`src/rtl/load_store_unit_if.sv`:
```
// Data-memory port between the load/store unit (master) and the memory (slave).
//
// Handshake: while Mem_Req_o is 1 the master holds Mem_We_o, Mem_Addr_o,
// Mem_Byte_En_o and Mem_Wdata_o stable. The request completes on the first
// rising edge at which Mem_Ready_i is 1. Mem_Rdata_i is only meaningful in
// that same cycle. Mem_Ready_i while Mem_Req_o is 0 has no effect.
interface load_store_unit_if #(
  parameter int DATA_WIDTH = 32
);
  logic                    Mem_Req_o;
  logic                    Mem_We_o;
  logic [DATA_WIDTH-1:0]   Mem_Addr_o;
  logic [DATA_WIDTH/8-1:0] Mem_Byte_En_o;
  logic [DATA_WIDTH-1:0]   Mem_Wdata_o;
  logic                    Mem_Ready_i;
  logic [DATA_WIDTH-1:0]   Mem_Rdata_i;

  modport master (
    output Mem_Req_o, Mem_We_o, Mem_Addr_o, Mem_Byte_En_o, Mem_Wdata_o,
    input  Mem_Ready_i, Mem_Rdata_i
  );

  modport slave (
    input  Mem_Req_o, Mem_We_o, Mem_Addr_o, Mem_Byte_En_o, Mem_Wdata_o,
    output Mem_Ready_i, Mem_Rdata_i
  );
endinterface

```
`src/rtl/load_store_unit.sv`:
```
// Load/store unit: takes the ALU result as effective address, runs one
// byte/half/word access over the data-memory port, stalls the core while the
// access is outstanding and returns extended load data plus a fault flag.
// State_o exposes the FSM state (0 IDLE, 1 ACCESS, 2 RESP, 3 ERR).
module load_store_unit #(
  parameter int DATA_WIDTH     = 32,
  parameter int TIMEOUT_CYCLES = 16
) (
  input  logic                  clk,
  input  logic                  reset,
  input  logic                  Req_Valid_i,
  input  logic                  Mem_Read_i,
  input  logic                  Mem_Write_i,
  input  logic [2:0]            Funct3_i,
  input  logic [DATA_WIDTH-1:0] Address_i,
  input  logic [DATA_WIDTH-1:0] Write_Data_i,
  output logic                  Busy_o,
  output logic                  Done_o,
  output logic [DATA_WIDTH-1:0] Load_Data_o,
  output logic                  Fault_o,
  output logic [1:0]            State_o,
  load_store_unit_if.master     mem
);

  typedef enum logic [1:0] {
    IDLE   = 2'd0,
    ACCESS = 2'd1,
    RESP   = 2'd2,
    ERR    = 2'd3
  } state_t;

  localparam logic [7:0] TO_LAST = 8'(TIMEOUT_CYCLES - 1);

  state_t                  state, state_next;
  logic [7:0]              cnt;
  logic                    we_q;
  logic [2:0]              f3_q;
  logic [1:0]              off_q;
  logic [DATA_WIDTH-1:0]   addr_q;
  logic [3:0]              be_q;
  logic [DATA_WIDTH-1:0]   wdata_q;
  logic [DATA_WIDTH-1:0]   load_data_q;
  logic                    fault_q;

  logic                    one_op;
  logic                    both_op;
  logic                    legal;
  logic [3:0]              be_new;
  logic [DATA_WIDTH-1:0]   wdata_new;
  logic                    go_access;
  logic                    go_err;
  logic                    timeout_hit;
  logic [7:0]              lane_byte;
  logic [15:0]             lane_half;
  logic [DATA_WIDTH-1:0]   load_ext;

  assign one_op      = Mem_Read_i ^ Mem_Write_i;
  assign both_op     = Mem_Read_i & Mem_Write_i;
  assign go_access   = (state == IDLE) && Req_Valid_i && one_op && legal;
  assign go_err      = (state == IDLE) && Req_Valid_i && (both_op || (one_op && !legal));
  assign timeout_hit = (state == ACCESS) && !mem.Mem_Ready_i && (cnt == TO_LAST);

  // Decode size/alignment legality, lane enables and lane-positioned store data
  always_comb begin
    legal     = 1'b0;
    be_new    = 4'b0000;
    wdata_new = Write_Data_i;
    case (Funct3_i)
      3'b000: begin
        legal     = 1'b1;
        be_new    = 4'b0001 << Address_i[1:0];
        wdata_new = {4{Write_Data_i[7:0]}};
      end
      3'b001: begin
        legal     = !Address_i[0];
        be_new    = Address_i[1] ? 4'b1100 : 4'b0011;
        wdata_new = {2{Write_Data_i[15:0]}};
      end
      3'b010: begin
        legal     = (Address_i[1:0] == 2'b00);
        be_new    = 4'b1111;
      end
      3'b100: begin
        legal     = Mem_Read_i;
        be_new    = 4'b0001 << Address_i[1:0];
        wdata_new = {4{Write_Data_i[7:0]}};
      end
      3'b101: begin
        legal     = Mem_Read_i && !Address_i[0];
        be_new    = Address_i[1] ? 4'b1100 : 4'b0011;
        wdata_new = {2{Write_Data_i[15:0]}};
      end
      default: legal = 1'b0;
    endcase
  end

  // Pick the addressed lane of the read word and sign/zero-extend it
  always_comb begin
    case (off_q)
      2'd0:    lane_byte = mem.Mem_Rdata_i[7:0];
      2'd1:    lane_byte = mem.Mem_Rdata_i[15:8];
      2'd2:    lane_byte = mem.Mem_Rdata_i[23:16];
      default: lane_byte = mem.Mem_Rdata_i[31:24];
    endcase
    lane_half = off_q[1] ? mem.Mem_Rdata_i[31:16] : mem.Mem_Rdata_i[15:0];
    case (f3_q)
      3'b000:  load_ext = {{(DATA_WIDTH-8){lane_byte[7]}}, lane_byte};
      3'b100:  load_ext = {{(DATA_WIDTH-8){1'b0}}, lane_byte};
      3'b001:  load_ext = {{(DATA_WIDTH-16){lane_half[15]}}, lane_half};
      3'b101:  load_ext = {{(DATA_WIDTH-16){1'b0}}, lane_half};
      default: load_ext = mem.Mem_Rdata_i;
    endcase
  end

  // State register
  always_ff @(posedge clk or negedge reset) begin
    if (!reset) state <= IDLE;
    else        state <= state_next;
  end

  // Next-state logic
  always_comb begin
    state_next = state;
    case (state)
      IDLE: begin
        if (go_err)         state_next = ERR;
        else if (go_access) state_next = ACCESS;
      end
      ACCESS: begin
        if (mem.Mem_Ready_i || timeout_hit) state_next = RESP;
      end
      RESP:    state_next = IDLE;
      default: state_next = IDLE;
    endcase
  end

  // Request latch, timeout counter, load-data and fault capture
  always_ff @(posedge clk or negedge reset) begin
    if (!reset) begin
      cnt         <= 8'd0;
      we_q        <= 1'b0;
      f3_q        <= 3'b000;
      off_q       <= 2'b00;
      addr_q      <= '0;
      be_q        <= 4'b0000;
      wdata_q     <= '0;
      load_data_q <= '0;
      fault_q     <= 1'b0;
    end else begin
      if (go_access) begin
        cnt     <= 8'd0;
        we_q    <= Mem_Write_i;
        f3_q    <= Funct3_i;
        off_q   <= Address_i[1:0];
        addr_q  <= {Address_i[DATA_WIDTH-1:2], 2'b00};
        be_q    <= be_new;
        wdata_q <= wdata_new;
      end
      if (go_err) begin
        fault_q     <= 1'b1;
        load_data_q <= '0;
      end
      if (state == ACCESS) begin
        if (mem.Mem_Ready_i) begin
          fault_q     <= 1'b0;
          load_data_q <= we_q ? '0 : load_ext;
        end else begin
          cnt <= cnt + 8'd1;
          if (timeout_hit) begin
            fault_q     <= 1'b1;
            load_data_q <= '0;
          end
        end
      end
    end
  end

  // Outputs decoded from registered state and latched request
  always_comb begin
    Busy_o            = (state == ACCESS);
    Done_o            = (state == RESP) || (state == ERR);
    Fault_o           = Done_o && fault_q;
    Load_Data_o       = load_data_q;
    State_o           = state;
    mem.Mem_Req_o     = (state == ACCESS);
    mem.Mem_We_o      = (state == ACCESS) && we_q;
    mem.Mem_Addr_o    = addr_q;
    mem.Mem_Byte_En_o = be_q;
    mem.Mem_Wdata_o   = wdata_q;
  end

endmodule

```
`src/flat_wrapper.sv`:
```
// flat-port wrapper written by rule: the top's interface ports become plain ports
module load_store_unit_flat 
#(
  parameter int DATA_WIDTH     = 32,
  parameter int TIMEOUT_CYCLES = 16
)
  (clk, reset, Req_Valid_i, Mem_Read_i, Mem_Write_i, Funct3_i, Address_i, Write_Data_i, Busy_o, Done_o, Load_Data_o, Fault_o, State_o, mem_Mem_Req_o, mem_Mem_We_o, mem_Mem_Addr_o, mem_Mem_Byte_En_o, mem_Mem_Wdata_o, mem_Mem_Ready_i, mem_Mem_Rdata_i);
  load_store_unit_if #(.DATA_WIDTH(DATA_WIDTH)) mem_i ();
  input  logic clk;
  input  logic reset;
  input  logic Req_Valid_i;
  input  logic Mem_Read_i;
  input  logic Mem_Write_i;
  input  logic [2:0] Funct3_i;
  input  logic [DATA_WIDTH-1:0] Address_i;
  input  logic [DATA_WIDTH-1:0] Write_Data_i;
  output logic Busy_o;
  output logic Done_o;
  output logic [DATA_WIDTH-1:0] Load_Data_o;
  output logic Fault_o;
  output logic [1:0] State_o;
  output wire logic [$bits(mem_i.Mem_Req_o)-1:0] mem_Mem_Req_o;
  output wire logic [$bits(mem_i.Mem_We_o)-1:0] mem_Mem_We_o;
  output wire logic [$bits(mem_i.Mem_Addr_o)-1:0] mem_Mem_Addr_o;
  output wire logic [$bits(mem_i.Mem_Byte_En_o)-1:0] mem_Mem_Byte_En_o;
  output wire logic [$bits(mem_i.Mem_Wdata_o)-1:0] mem_Mem_Wdata_o;
  input wire logic [$bits(mem_i.Mem_Ready_i)-1:0] mem_Mem_Ready_i;
  input wire logic [$bits(mem_i.Mem_Rdata_i)-1:0] mem_Mem_Rdata_i;
  assign mem_Mem_Req_o = mem_i.Mem_Req_o;
  assign mem_Mem_We_o = mem_i.Mem_We_o;
  assign mem_Mem_Addr_o = mem_i.Mem_Addr_o;
  assign mem_Mem_Byte_En_o = mem_i.Mem_Byte_En_o;
  assign mem_Mem_Wdata_o = mem_i.Mem_Wdata_o;
  assign mem_i.Mem_Ready_i = mem_Mem_Ready_i;
  assign mem_i.Mem_Rdata_i = mem_Mem_Rdata_i;
  load_store_unit #(.DATA_WIDTH(DATA_WIDTH), .TIMEOUT_CYCLES(TIMEOUT_CYCLES)) u_core (.clk(clk), .reset(reset), .Req_Valid_i(Req_Valid_i), .Mem_Read_i(Mem_Read_i), .Mem_Write_i(Mem_Write_i), .Funct3_i(Funct3_i), .Address_i(Address_i), .Write_Data_i(Write_Data_i), .Busy_o(Busy_o), .Done_o(Done_o), .Load_Data_o(Load_Data_o), .Fault_o(Fault_o), .State_o(State_o), .mem(mem_i));
endmodule
```
`config.mk`:
```
export PLATFORM = sky130hd
export DESIGN_NAME = load_store_unit_flat
export DESIGN_NICKNAME = d
export VERILOG_FILES = /design/src/rtl/load_store_unit_if.sv /design/src/rtl/load_store_unit.sv /design/src/flat_wrapper.sv
export SDC_FILE = /design/constraint.sdc
export NUM_CORES = 1
export LEC_CHECK = 0
export CORE_MARGIN = 5
export CORE_UTILIZATION = 25
export CTS_BUF_LIST = sky130_fd_sc_hd__clkbuf_4 sky130_fd_sc_hd__clkbuf_8
export CTS_CLUSTER_DIAMETER = 80
export DETAILED_ROUTE_END_ITERATION = 10
export PLACE_DENSITY_LB_ADDON = 0.25
export REMOVE_ABC_BUFFERS = 1
export SLEW_MARGIN = 15
export SYNTH_ARGS = -nofsm -noshare
export SYNTH_HDL_FRONTEND = slang
export SYNTH_SLANG_ARGS = --single-unit
```
`constraint.sdc`:
```
create_clock -name clk -period 1.9 [get_ports clk]
set_clock_uncertainty 0.15 [all_clocks]
set_input_delay 0.19 -clock clk [delete_from_list [all_inputs] [get_ports clk]]
set_output_delay 0.19 -clock clk [all_outputs]
set_load 0.01 [all_outputs]
```
# Word level (Yosys, flattened, before mapping)
# Index checks and enable logic that the tools add are counted.
# classes
eq_ne	15
bitwise_logic	2
addsub	1
n_mul	0
n_shift	1
n_mux	23
n_lt_le_gt_ge	0
n_div	0
n_reduce_logical	24
# ops
cell	count
2-to-1 mux 32 bit	5
case mux 32 bit (4 select lines)	1
case mux 32 bit (2 select lines)	1
2-to-1 mux 8 bit	3
case mux 8 bit (3 select lines)	1
2-to-1 mux 16 bit	1
== test 3 bit, second input constant	4
case mux 4 bit (3 select lines)	1
logical AND 1 bit	10
adder 8 x 1 -> 8 bit, second input constant	1
== test 8 x 4 -> 1 bit, second input constant	1
== test 2 bit, second input constant	3
== test 3 x 1 -> 1 bit, second input constant	2
zero test 2 bit	3
zero test 3 bit	2
2-to-1 mux 2 bit	3
case mux 1 bit (5 select lines)	1
== test 2 x 1 -> 1 bit, second input constant	2
2-to-1 mux 1 bit	4
2-to-1 mux 4 bit	1
case mux 2 bit (2 select lines)	1
OR reduction 2 bit	2
<< shifter 1 x 2 -> 4 bit, first input constant	1
== test 3 x 2 -> 1 bit, second input constant	1
other kinds (7)	11
# word_totals
register_bits	115
elab_cells	76
latchBits	0
mem_bits_ro	0
memories	0
in_bits	105
output_inout_bits	107
mem_bits_rw	0

# Longest topological paths before layout
# logic_depth
depth_word	11
mapped_depth	7
depth_no_buf	5

# Worst setup path before layout
# No wires, ideal clock.
# synth_timing
kind	reg2reg
startpoint	register u_core.state[1], in the netlist u_core.State_o[1]
endpoint	register u_core.load_data_q[28], in the netlist u_core.Load_Data_o[28]
path_stages_with_launch	8
t_arrival_ns	1.858
period_less_slack_ns	2.134
path_buffers	3
setup_ns	0.126
slack_ns	-0.234
required_ns	1.624
cell_sequence	dfrtp_1 -> buf_6 -> or3b_1 -> buf_6 -> nor3_4 -> a211oi_2 -> buf_6 -> a221o_1
# synth_via
elab_chain_len	7
elab_cells_between_ends	10
classes_between	eq/ne (1); mux (4); reduce/logical (5)
# synth_rtl
element	line_no	source
start: declaration	load_store_unit.sv:34	state_t state, state_next;
start signal: assignment	load_store_unit.sv:118	else state <= state_next;
zero test 2 bit	load_store_unit.sv:60	assign go_err = (state == IDLE) && Req_Valid_i && (both_op || (one_op && !legal));
logical AND 1 bit (2 in series)	load_store_unit.sv:60	
2-to-1 mux 32 bit	load_store_unit.sv:159	if (go_err) begin
2-to-1 mux 32 bit	load_store_unit.sv:169	if (timeout_hit) begin
2-to-1 mux 32 bit	load_store_unit.sv:164	if (mem.Mem_Ready_i) begin
2-to-1 mux 32 bit (*)	load_store_unit.sv:163	if (state == ACCESS) begin
end signal: assignment	load_store_unit.sv:166	load_data_q <= we_q ? '0 : load_ext;
end: declaration	load_store_unit.sv:42	logic [DATA_WIDTH-1:0] load_data_q;
# Every way passes the cells marked *; elsewhere a longest branch is shown, timed or not.
# A chain may end at the register's enable or synchronous reset.

# Worst setup path in the final report
# layout_timing
startpoint	input Mem_Read_i
endpoint	register u_core.off_q[1]
# layout_via
elab_chain_len	3
elab_cells_between_ends	5
classes_between	mux (1); bitwise (1); reduce/logical (3)
# layout_rtl
element	line_no	source
start: declaration	flat_wrapper.sv:12	input logic Mem_Read_i;
logical AND 1 bit / bitwise XOR 1 bit (equally long branches)	load_store_unit.sv:89, load_store_unit.sv:57	
case mux 1 bit (5 select lines) / logical AND 1 bit (equally long branches)	load_store_unit.sv:68, load_store_unit.sv:59	
logical AND 1 bit (*)	load_store_unit.sv:59	assign go_access = (state == IDLE) && Req_Valid_i && one_op && legal;
end signal: assignment	load_store_unit.sv:154	off_q <= Address_i[1:0];
end: declaration	load_store_unit.sv:38	logic [1:0] off_q;
# Marked as above.

==> run summary <==
## STA
- fmax: 0.505 GHz
- final critical path time including I/O delays and setup: 1980 ps
- Final WS setup: -79.9 ps
- final clock period utilization by the worst path: 104%
- setup TNS after final layout: -3620 ps
- Hold Fails Final Rpt: 0
- RSZ-0062 raised after global routing: true
- setup violation total in the final timing report: 86
- max-slew violations: 0

## Finish
- area occupied by multi-input gates: 2730 sq um
- footprint of the flip-flops and latches: 2880 sq um
- number of diodes added for antenna fixing: 0
- fraction of layout cells with a size suffix above 1: 28.8%
- Fill cells: 1990
- area overhead of the layout relative to synthesis: 69.3%
- Layout Nets: 812

## Pwr
- total chip power: 13.3 mW
- IR Drop Worst-Case VDD: 608 uV
- LEAKAGE: 3.97 nW
- total power divided by cell area: 1430 nW/um^2

## Placement
- hpwl dp: 12.5 mm
- count of buffers inserted at the top-level ports: 209
- weighted congestion at the end of routability-driven global placement: 0.796

## Floorplan
- overall die area: 25000 sq um
- Die X-Extent: 158 um
- die height: 158 um
- Placement Rows: 54
- starting density of the core: 25.3%
- core area: 21700 sq um
- top-level port count: 212

## Routing
- total number of vias: 4577
- first-pass iteration count of the detailed router: 4
- final routed DRC violation total: 0
- antenna viol nets, final: 0
- Total Routed Length: 18.6 mm
- ratio of routed vias to standard cells: 4.59
- WL per Instance: 18.6 um
- number of DRC markers in iteration 0: 162

## Logic synthesis
- sequential element share of the synthesized area: 52.5%
- number of synthesized flops with an enable pin: 0
- leading post-synthesis cells by cell area: sky130_fd_sc_hd__dfrtp_1, sky130_fd_sc_hd__mux2_2, sky130_fd_sc_hd__a221o_1
- flip-flop cell with the highest count after synthesis: sky130_fd_sc_hd__dfrtp_1
- number of instances in the synthesized netlist: 449
- post-synthesis sequential element count: 115
- ys async rst share: 100%
- cell accounting for the most synthesized area: sky130_fd_sc_hd__dfrtp_1
- number of library cell types mapped by synthesis: 47
- Post-Synthesis Cell Area: 5480 sq um
- area share of the largest cell type after synthesis: 52.5%
- average cell area after synthesis: 12.2 sq um
- Syn. warnings: 0

## Setup path
- slowest cell on the critical path: sky130_fd_sc_hd__clkdlybuf4s50_1
- buffers and inverters on the worst path: 4
- Worst Setup End Kind: flop
- Worst setup SP type: primary input
- maximum cell stage delay along the critical path: 460 ps
- Top Family by Delay on Critical Path: buffers and inverters
- Required @ worst endpoint: 2070 ps
- endpoint arrival time on the critical path: 2150 ps
- cells along the critical path: clkdlybuf4s50_1 -> ha_1 -> nand4bb_4 -> buf_6 -> nor2_4 -> buf_12 -> clkbuf_16 -> mux2_4
- critical path peak fanout: 8
- Worst Path Class, Setup: in2reg

## GRT
- combined global-route utilization of all metal layers: 13.6%
- number of global-route vias before repair: 4915
- GRT overflow: 0
- first-pass GRT wire length: 26.8 mm
- number of antenna violations at the first check in global routing: 0
- pin count of the biggest net entering global routing: 60

## Clock tree
- number of sinks driven by the clock tree: 115
- insertion delay of the later-clocked pin in the worst-skew pair: 430 ps
- Clock Root Buffer: sky130_fd_sc_hd__clkbuf_8
- TritonCTS clock tree: yes
- clock input transition at the sequential cells of the worst setup and hold paths: 80 ps
- Clock Path Buffers: 2
- TritonCTS Buffers: 17
- H-Tree Level Count: 4

## Hold path
- path type of the worst min-delay path: in2async

## Flow run
- # Max-Cap Violations: 0

## Outcome
- result of the run: complete, but fails checks
- failing checks: negative setup slack

==> power by group <==
part           switching (mW)  total (mW)  internal, mW
logic                    2.39        6.37          3.97
registers               0.783        4.36          3.57
clock network            1.07        2.53          1.46
total                    4.25        13.3          9.01
==> timing repair <==
item / CTS / global route
hold buffers: 2 / 0
gates resized for setup: 27 / 77
gates cloned: 3 / 9
setup endpoints to repair: 77 / 107
pin swaps: 0 / 3
endpoints found under the hold margin: 115 / 0
setup buffers: 5 / 2
==> cells in the final DEF (no fill, tap or decap), types with 4 or more instances in the layout <==
| cell type | synthesis | routed |
|---|---|---|
| sky130_fd_sc_hd__inv_1 | 4 | 4 |
| sky130_fd_sc_hd__buf_6 | 4 | 4 |
| sky130_fd_sc_hd__buf_12 | 0 | 6 |
| sky130_fd_sc_hd__a221o_1 | 18 | 18 |
| sky130_fd_sc_hd__clkinv_4 | 0 | 4 |
| sky130_fd_sc_hd__nor2_1 | 15 | 15 |
| sky130_fd_sc_hd__o21a_1 | 15 | 15 |
| sky130_fd_sc_hd__nor3_1 | 11 | 11 |
| sky130_fd_sc_hd__bufinv_16 | 0 | 4 |
| sky130_fd_sc_hd__o2bb2ai_1 | 14 | 14 |
| sky130_fd_sc_hd__a21oi_1 | 13 | 12 |
| sky130_fd_sc_hd__mux2_2 | 97 | 25 |
| sky130_fd_sc_hd__buf_16 | 0 | 5 |
| sky130_fd_sc_hd__buf_4 | 7 | 41 |
| sky130_fd_sc_hd__clkbuf_8 | 0 | 17 |
| sky130_fd_sc_hd__nor2b_1 | 6 | 5 |
| sky130_fd_sc_hd__o21ai_0 | 34 | 33 |
| sky130_fd_sc_hd__mux2i_1 | 8 | 8 |
| sky130_fd_sc_hd__dfrtp_1 | 115 | 115 |
| sky130_fd_sc_hd__clkbuf_16 | 0 | 6 |
| sky130_fd_sc_hd__clkdlybuf4s50_1 | 0 | 201 |
| sky130_fd_sc_hd__nand2_1 | 20 | 20 |
| sky130_fd_sc_hd__mux2_4 | 0 | 72 |
| sky130_fd_sc_hd__dlygate4sd2_1 | 0 | 6 |
==> worst min-delay path, stage by stage <==
cell                            delay [ps]
sky130_fd_sc_hd__dlygate4sd3_1         530
sky130_fd_sc_hd__buf_4                 160
sky130_fd_sc_hd__buf_12                250
==> through the flow <==
step | instances | hold WS, ps | area (sq um) | setup slack, ps | util, %
6_report | 998 | 162 | 9280 | -79.9 | 42.8
5_1_grt | 998 | 150 | 9280 | -146 | 42.8
4_1_cts | 988 | 139 | 8790 | -90.1 | 40.5
3_5_place_dp | 946 | -105 | 8130 | -489 | 37.5
3_3_place_gp | 946 | -108 | 8130 | -462 | 37.5
2_1_floorplan | 413 | -256 | 5280 | -1670 | -
==> final cells by class <==
type | instances | area share, %
inverter | 5 | 0.202
sequential | 115 | 31.0
clock inverter | 13 | 2.00
clock buffer | 19 | 2.68
multi-input combinational | 293 | 29.4
timing repair buffer | 273 | 31.0
tap | 280 | 3.77
==> Yosys cell counts, types with 2 or more instances <==
master / n
sky130_fd_sc_hd__buf_2: 9
sky130_fd_sc_hd__buf_6: 4
sky130_fd_sc_hd__a21oi_1: 13
sky130_fd_sc_hd__inv_1: 4
sky130_fd_sc_hd__dfrtp_1: 115
sky130_fd_sc_hd__buf_4: 7
sky130_fd_sc_hd__mux2i_1: 8
sky130_fd_sc_hd__and2_1: 3
sky130_fd_sc_hd__buf_1: 3
sky130_fd_sc_hd__clkbuf_1: 14
sky130_fd_sc_hd__o211ai_1: 3
sky130_fd_sc_hd__nor2b_1: 6
sky130_fd_sc_hd__xor2_1: 2
sky130_fd_sc_hd__or3_1: 2
sky130_fd_sc_hd__nor4_1: 2
sky130_fd_sc_hd__o2bb2ai_1: 14
sky130_fd_sc_hd__nand3_1: 3
sky130_fd_sc_hd__nor3_1: 11
sky130_fd_sc_hd__a221o_1: 18
sky130_fd_sc_hd__nor2_1: 15
sky130_fd_sc_hd__mux2_2: 97
sky130_fd_sc_hd__ha_1: 2
sky130_fd_sc_hd__nand2b_1: 2
sky130_fd_sc_hd__a211oi_2: 2
sky130_fd_sc_hd__nand4_1: 2
sky130_fd_sc_hd__nand2_1: 20
sky130_fd_sc_hd__o21a_1: 15
sky130_fd_sc_hd__o21ai_0: 34
==> logic make-up after synthesis <==
group	Yosys count	share of synthesized area (%)
flip-flops	115	52.5
AO/OA/AOI/OAI	105	13.7
multiplexers	105	21.4
AND/OR/NAND/NOR	76	7.35
buffers and inverters	42	4.11
XOR/XNOR	3	0.479
adder cells (fa/ha/maj)	2	0.456
other	1	0.0684
==> flip-flops by register name, summed over array words and instances, names as in the netlist <==
name and cells:
u_core.cnt 8, u_core.we_q 1, u_core.off_q 2, u_core.mem.Mem_Byte_En_o 4
u_core.Load_Data_o 32, u_core.mem.Mem_Addr_o 30, u_core.f3_q 3, u_core.fault_q 1
u_core.mem.Mem_Wdata_o 32, u_core.State_o 2
==> path summary, 6_finish.rpt <==
path / to / depth (start not counted) / slack (ps) / startpoint
max: u_core.off_q[1] / 8 / -80 / Mem_Read_i
min in group clk: u_core.mem.Mem_Addr_o[3] / 2 / 210 / Address_i[3]
max reg2reg: u_core.Load_Data_o[20] / 5 / -80 / u_core.cnt[4]
min: u_core.mem.Mem_Wdata_o[12] / 3 / 160 / reset
min reg2reg: u_core.Load_Data_o[1] / 1 / 350 / u_core.Load_Data_o[1]
max in group asynchronous: u_core.mem.Mem_Wdata_o[22] / 3 / 610 / reset
==> routing by layer <==
layer  share of wire [%]  track usage [%]  wire length, um
met5                   0                0                0
met4                0.97             3.98              180
met3                 7.8             5.93             1450
met2                  48             22.2             8930
met1                  43             16.5             8040
Note: power is estimated with default switching activity, not from simulation.
==> RTL change 1, RTL diff (config.mk and constraints unchanged) <==
Put a register stage on the output `Fault_o`, cleared by the reset. The value now appears one clock later. The other outputs are not delayed to match.
--- a/src/rtl/load_store_unit.sv
+++ b/src/rtl/load_store_unit.sv
@@ -33,2 +33,4 @@
 
+  logic Fault_d;
+
   state_t                  state, state_next;
@@ -181,3 +183,3 @@
     Done_o            = (state == RESP) || (state == ERR);
-    Fault_o           = Done_o && fault_q;
+    Fault_d           = Done_o && fault_q;
     Load_Data_o       = load_data_q;
@@ -191,2 +193,10 @@
 
+  always_ff @(posedge clk or negedge reset) begin
+    if (!reset) begin
+      Fault_o <= '0;
+    end else begin
+      Fault_o <= Fault_d;
+    end
+  end
+
 endmodule
Behaviour: not the same (a bounded check fails within 4 cycles, from zero or initial values and one cycle with reset low).
==> RTL change 1 against the original RTL <==
  * The run still ends with setup timing left
  * Design area barely moved
  * Worst setup slack improved by 30 ps
  * Final cell count rose by 1.4%
  * Global-route usage rose by 0.34 points
  * Sequential cell count rose by 1
  * Routed wire length fell by 0.35%
  * Via count rose by 3.5%
  * Power rose by 4.5%
  * Synthesized area rose by 1.5%
  * Critical path type is now reg2reg
  * Largest cell class unchanged
  * Largest power group unchanged
==> RTL change 1: results (changes against the original RTL) <==
run_status:
  status: "finished, violations left"
  violations: "setup timing"
route:
  wl_met2_um: 9420  # +5.5%
  met1_length_um: 7470  # -7.1%
  detail_route.first_pass.iterations: 5  # +1
  wl_um: 18500  # -0.35%
  wl_met3_um: 1320  # -9.2%
  drt_iter0_drc: 196  # +21%
finish:
  drive_gt1_share_pct: 31.3  # +2.5 points
  seq_area_share_pct: 31.3  # +0.28 points
  nClkBuffers: 21  # +2
  clk_share_pct: 4.86  # +0.18 points
  multi_input_area_share_pct: 30.3  # +0.94 points
  nNetsFinal: 827  # +1.8%
  inverters_excl_clock: 9  # +4
  layout.nonclk_buf_share_pct: 29.4  # -1.6 points
timing:
  finalSetupViolCount: 64  # -26%
  setup_ws_ps: -49.7  # +30.2 ps
  final.setup.tns_ps: -1400  # +2220 ps
global_routing:
  grtUsageMet3_pct: 5.54  # -0.39 points
  grt_usage_pct: 14.0  # +0.34 points
  grt_util_met2_pct: 23.4  # +1.2 points
  first_global_vias: 5197  # +5.7%
  grt_max_degree: 40  # -33%
  grt_use_met1_pct: 16.5  # -0.049 points
placed_design:
  placed_cells: 974  # +3.0%
  place_area_sq_um: 8370  # +2.9%
  dpl.hpwl_um: 13300  # +6.6%
  gp_routability_congestion: 0.774  # -2.7%
clocking:
  cts_resized: 32  # +19%
  post-cts-setup-buffers: 2  # -3
worst_setup_path:
  crit_path_max_incr_delay_ps: 400  # -60 ps
  rr_startpoint: "u_core.State_o[0]$_DFFE_PN0P_"
  worst-path-max-fanout: 15  # +7
  crit_arrival_ps: 2120  # -30 ps
  critPathSlowestCell: "dfrtp_1"
  critPathKind: "reg2reg"
  reg2regPathDepth: 7  # +2
  reg2reg_to: "u_core.mem.Mem_Wdata_o[0]$_DFFE_PN0P_"
synth:
  synth_area_leaders: "dfrtp_1 (52%), mux2_2 (18%), o2bb2ai_1 (3.9%)"
  synth_seq_cells: 116  # +0.87%
  yosys_warnings: 0  # unchanged
  synth_cell_types: 51  # +8.5%
  ys_seq_area_share_pct: 52.2  # -0.33 points
  netlist_top_cells_count: "dfrtp_1 (116), mux2_2 (90), o21ai_0 (29), o2bb2ai_1 (25), nor2_1 (18)"
floorplan:
  die_area_sq_um: 25300  # +1.4%
power_and_ir_drop:
  ir_worst_vdd_v: 0.000660  # +8.5%
  leakage_nw: 3.85  # -3.1%
  intPower_mw: 9.21  # +2.3%
  clkPwrFrac_pct: 19.3  # +0.2 points
## RTL change 1: per-stage QoR
step | worst slack [ps] | hold slack (ps) | power (mW)
floorplan | -1710 | -256 | 6.81
global placement | -348 | -30.7 | 10.4
detailed placement | -394 | -30.3 | 10.5
CTS | -59.3 | 29.2 | 13.4
global route | -107 | 59.7 | 14.7
finish | -49.7 | 55.3 | 13.9
## RTL change 1: cells by family after synthesis
family                   count (synthesis)  synth area share (%)
buffers and inverters                   45                  4.07
other                                    1                0.0674
AND/OR/NAND/NOR                         79                  7.46
adder cells (fa/ha/maj)                  2                 0.450
multiplexers                           105                  20.9
flip-flops                             116                  52.2
XOR/XNOR                                 4                 0.630
AO/OA/AOI/OAI                          110                  14.3
## RTL change 1: worst reg2reg max path, cell delays in order (launching register included)
cell	delay [ps]
dfrtp_1	400
buf_6	130
nand4bb_1	190
buf_6	160
nor2_4	130
buf_12	160
buf_12	180
mux2_2	350
==> RTL change 2, RTL diff (same settings) <==
Without the edit above. `TIMEOUT_CYCLES` is set to 16 in 2 places; all go to 8.
--- a/src/rtl/load_store_unit.sv
+++ b/src/rtl/load_store_unit.sv
@@ -6,3 +6,3 @@
   parameter int DATA_WIDTH     = 32,
-  parameter int TIMEOUT_CYCLES = 16
+  parameter int TIMEOUT_CYCLES = 8
 ) (
--- a/src/flat_wrapper.sv
+++ b/src/flat_wrapper.sv
@@ -4,3 +4,3 @@
   parameter int DATA_WIDTH     = 32,
-  parameter int TIMEOUT_CYCLES = 16
+  parameter int TIMEOUT_CYCLES = 8
 )
Check against the original RTL: not equivalent (a bounded check fails within 10 cycles, from zero or initial values and one cycle with reset low).
==> RTL change 2 against the original RTL <==
  * The run still ends with setup timing left
  * Design area is 0.54% higher
  * Sequential power is 2% lower
  * Count of clock-buffer cells in the layout is 5 higher
  * Sequential cell count stayed put
  * Global-route usage is 0.054 points higher
  * Via count is 0.17% lower
  * Largest cell class is now buffers
  * Core utilization is 1.3 points higher
  * Worst setup slack worse by 110 ps
  * Maximum frequency is 5.1% lower
  * Synthesized area is 1.2% lower
  * Routed wire length is 0.35% higher
  * Critical path type is now reg2reg
  * Power is 1.4% lower
==> RTL change 2: results (changes against the original RTL) <==
run_status:
  status: "finished, violations left"
  violations: "setup timing"
worst_setup_path:
  critPathSlowestCell: "or4_4"
  reg2reg_to: "u_core.Load_Data_o[5]$_DFF_PN0_"
  crit_path_max_incr_delay_ps: 550  # +90 ps
  crit_arrival_ps: 2230  # +80 ps
  worst-path-max-fanout: 32  # +24
finish:
  nFillCells: 1958  # -1.6%
  drive_gt1_share_pct: 30.2  # +1.4 points
power_and_ir_drop:
  leakage_nw: 4.00  # +0.83%
  comb_power_share_pct: 47.2  # -0.8 points
  ir_worst_vdd_v: 0.000656  # +7.8%
synth:
  netlist_top_cells_count: "dfrtp_1 (115), mux2_1 (72), nor2_1 (25), mux2_2 (24), o21ai_0 (24)"
  synth_cell_types: 50  # +6.4%
  synth_area_leaders: "dfrtp_1 (53%), mux2_1 (15%), mux2_2 (5.0%)"
global_routing:
  grtUsageMet3_pct: 5.80  # -0.13 points
  grt_util_met2_pct: 22.1  # -0.075 points
  grt_max_degree: 69  # +15%
  grt_use_met1_pct: 17.0  # +0.47 points
  grt_pass1_wl_um: 26600  # -0.88%
timing:
  finalSetupViolCount: 90  # +4.7%
  setup_ws_ps: -186  # -106 ps
  holdWs_ps: 101  # -60.8 ps
route:
  routed_via_density: 4.62  # +0.84%
placed_design:
  dpl.hpwl_um: 12300  # -1.7%
  gp_routability_congestion: 0.749  # -5.9%
  pre_cts_slack_ps: -386  # +102 ps
RTL change 2: repair_timing:
action	CTS	global route
setup buffers	3	3
gates cloned	5	10
setup endpoints to repair	105	103
hold buffers	1	0
endpoints found under the hold margin	115	0
resized for setup	29	75
pin swaps	0	3
RTL change 2: area by class of cell:
cell class                 instances  area share [%]
timing repair buffer             278            31.6
sequential                       115            30.8
multi-input combinational        285            28.8
tap                              275            3.69
clock buffer                      24            3.41
clock inverter                     8            1.57
inverter                           2          0.0805
antenna                            1          0.0268
RTL change 2: logic make-up after synthesis:
family / synth area share, %
xor+xnor: 0.485
mux: 21.8
fa+ha+maj: 0.462
simple gates: 8.45
other cells: 0.0692
buf+inv: 3.07
compound gates: 12.5
flops: 53.1
RTL change 2: stage by stage:
step / std cells / total power, mW / cell area [sq um]
final: 988 / 13.1 / 9330
after global routing: 988 / 13.8 / 9330
after CTS: 975 / 12.6 / 8840
after detailed placement: 934 / 9.67 / 8150
after global placement: 934 / 9.56 / 8150
after floorplan: 402 / 6.31 / 5260
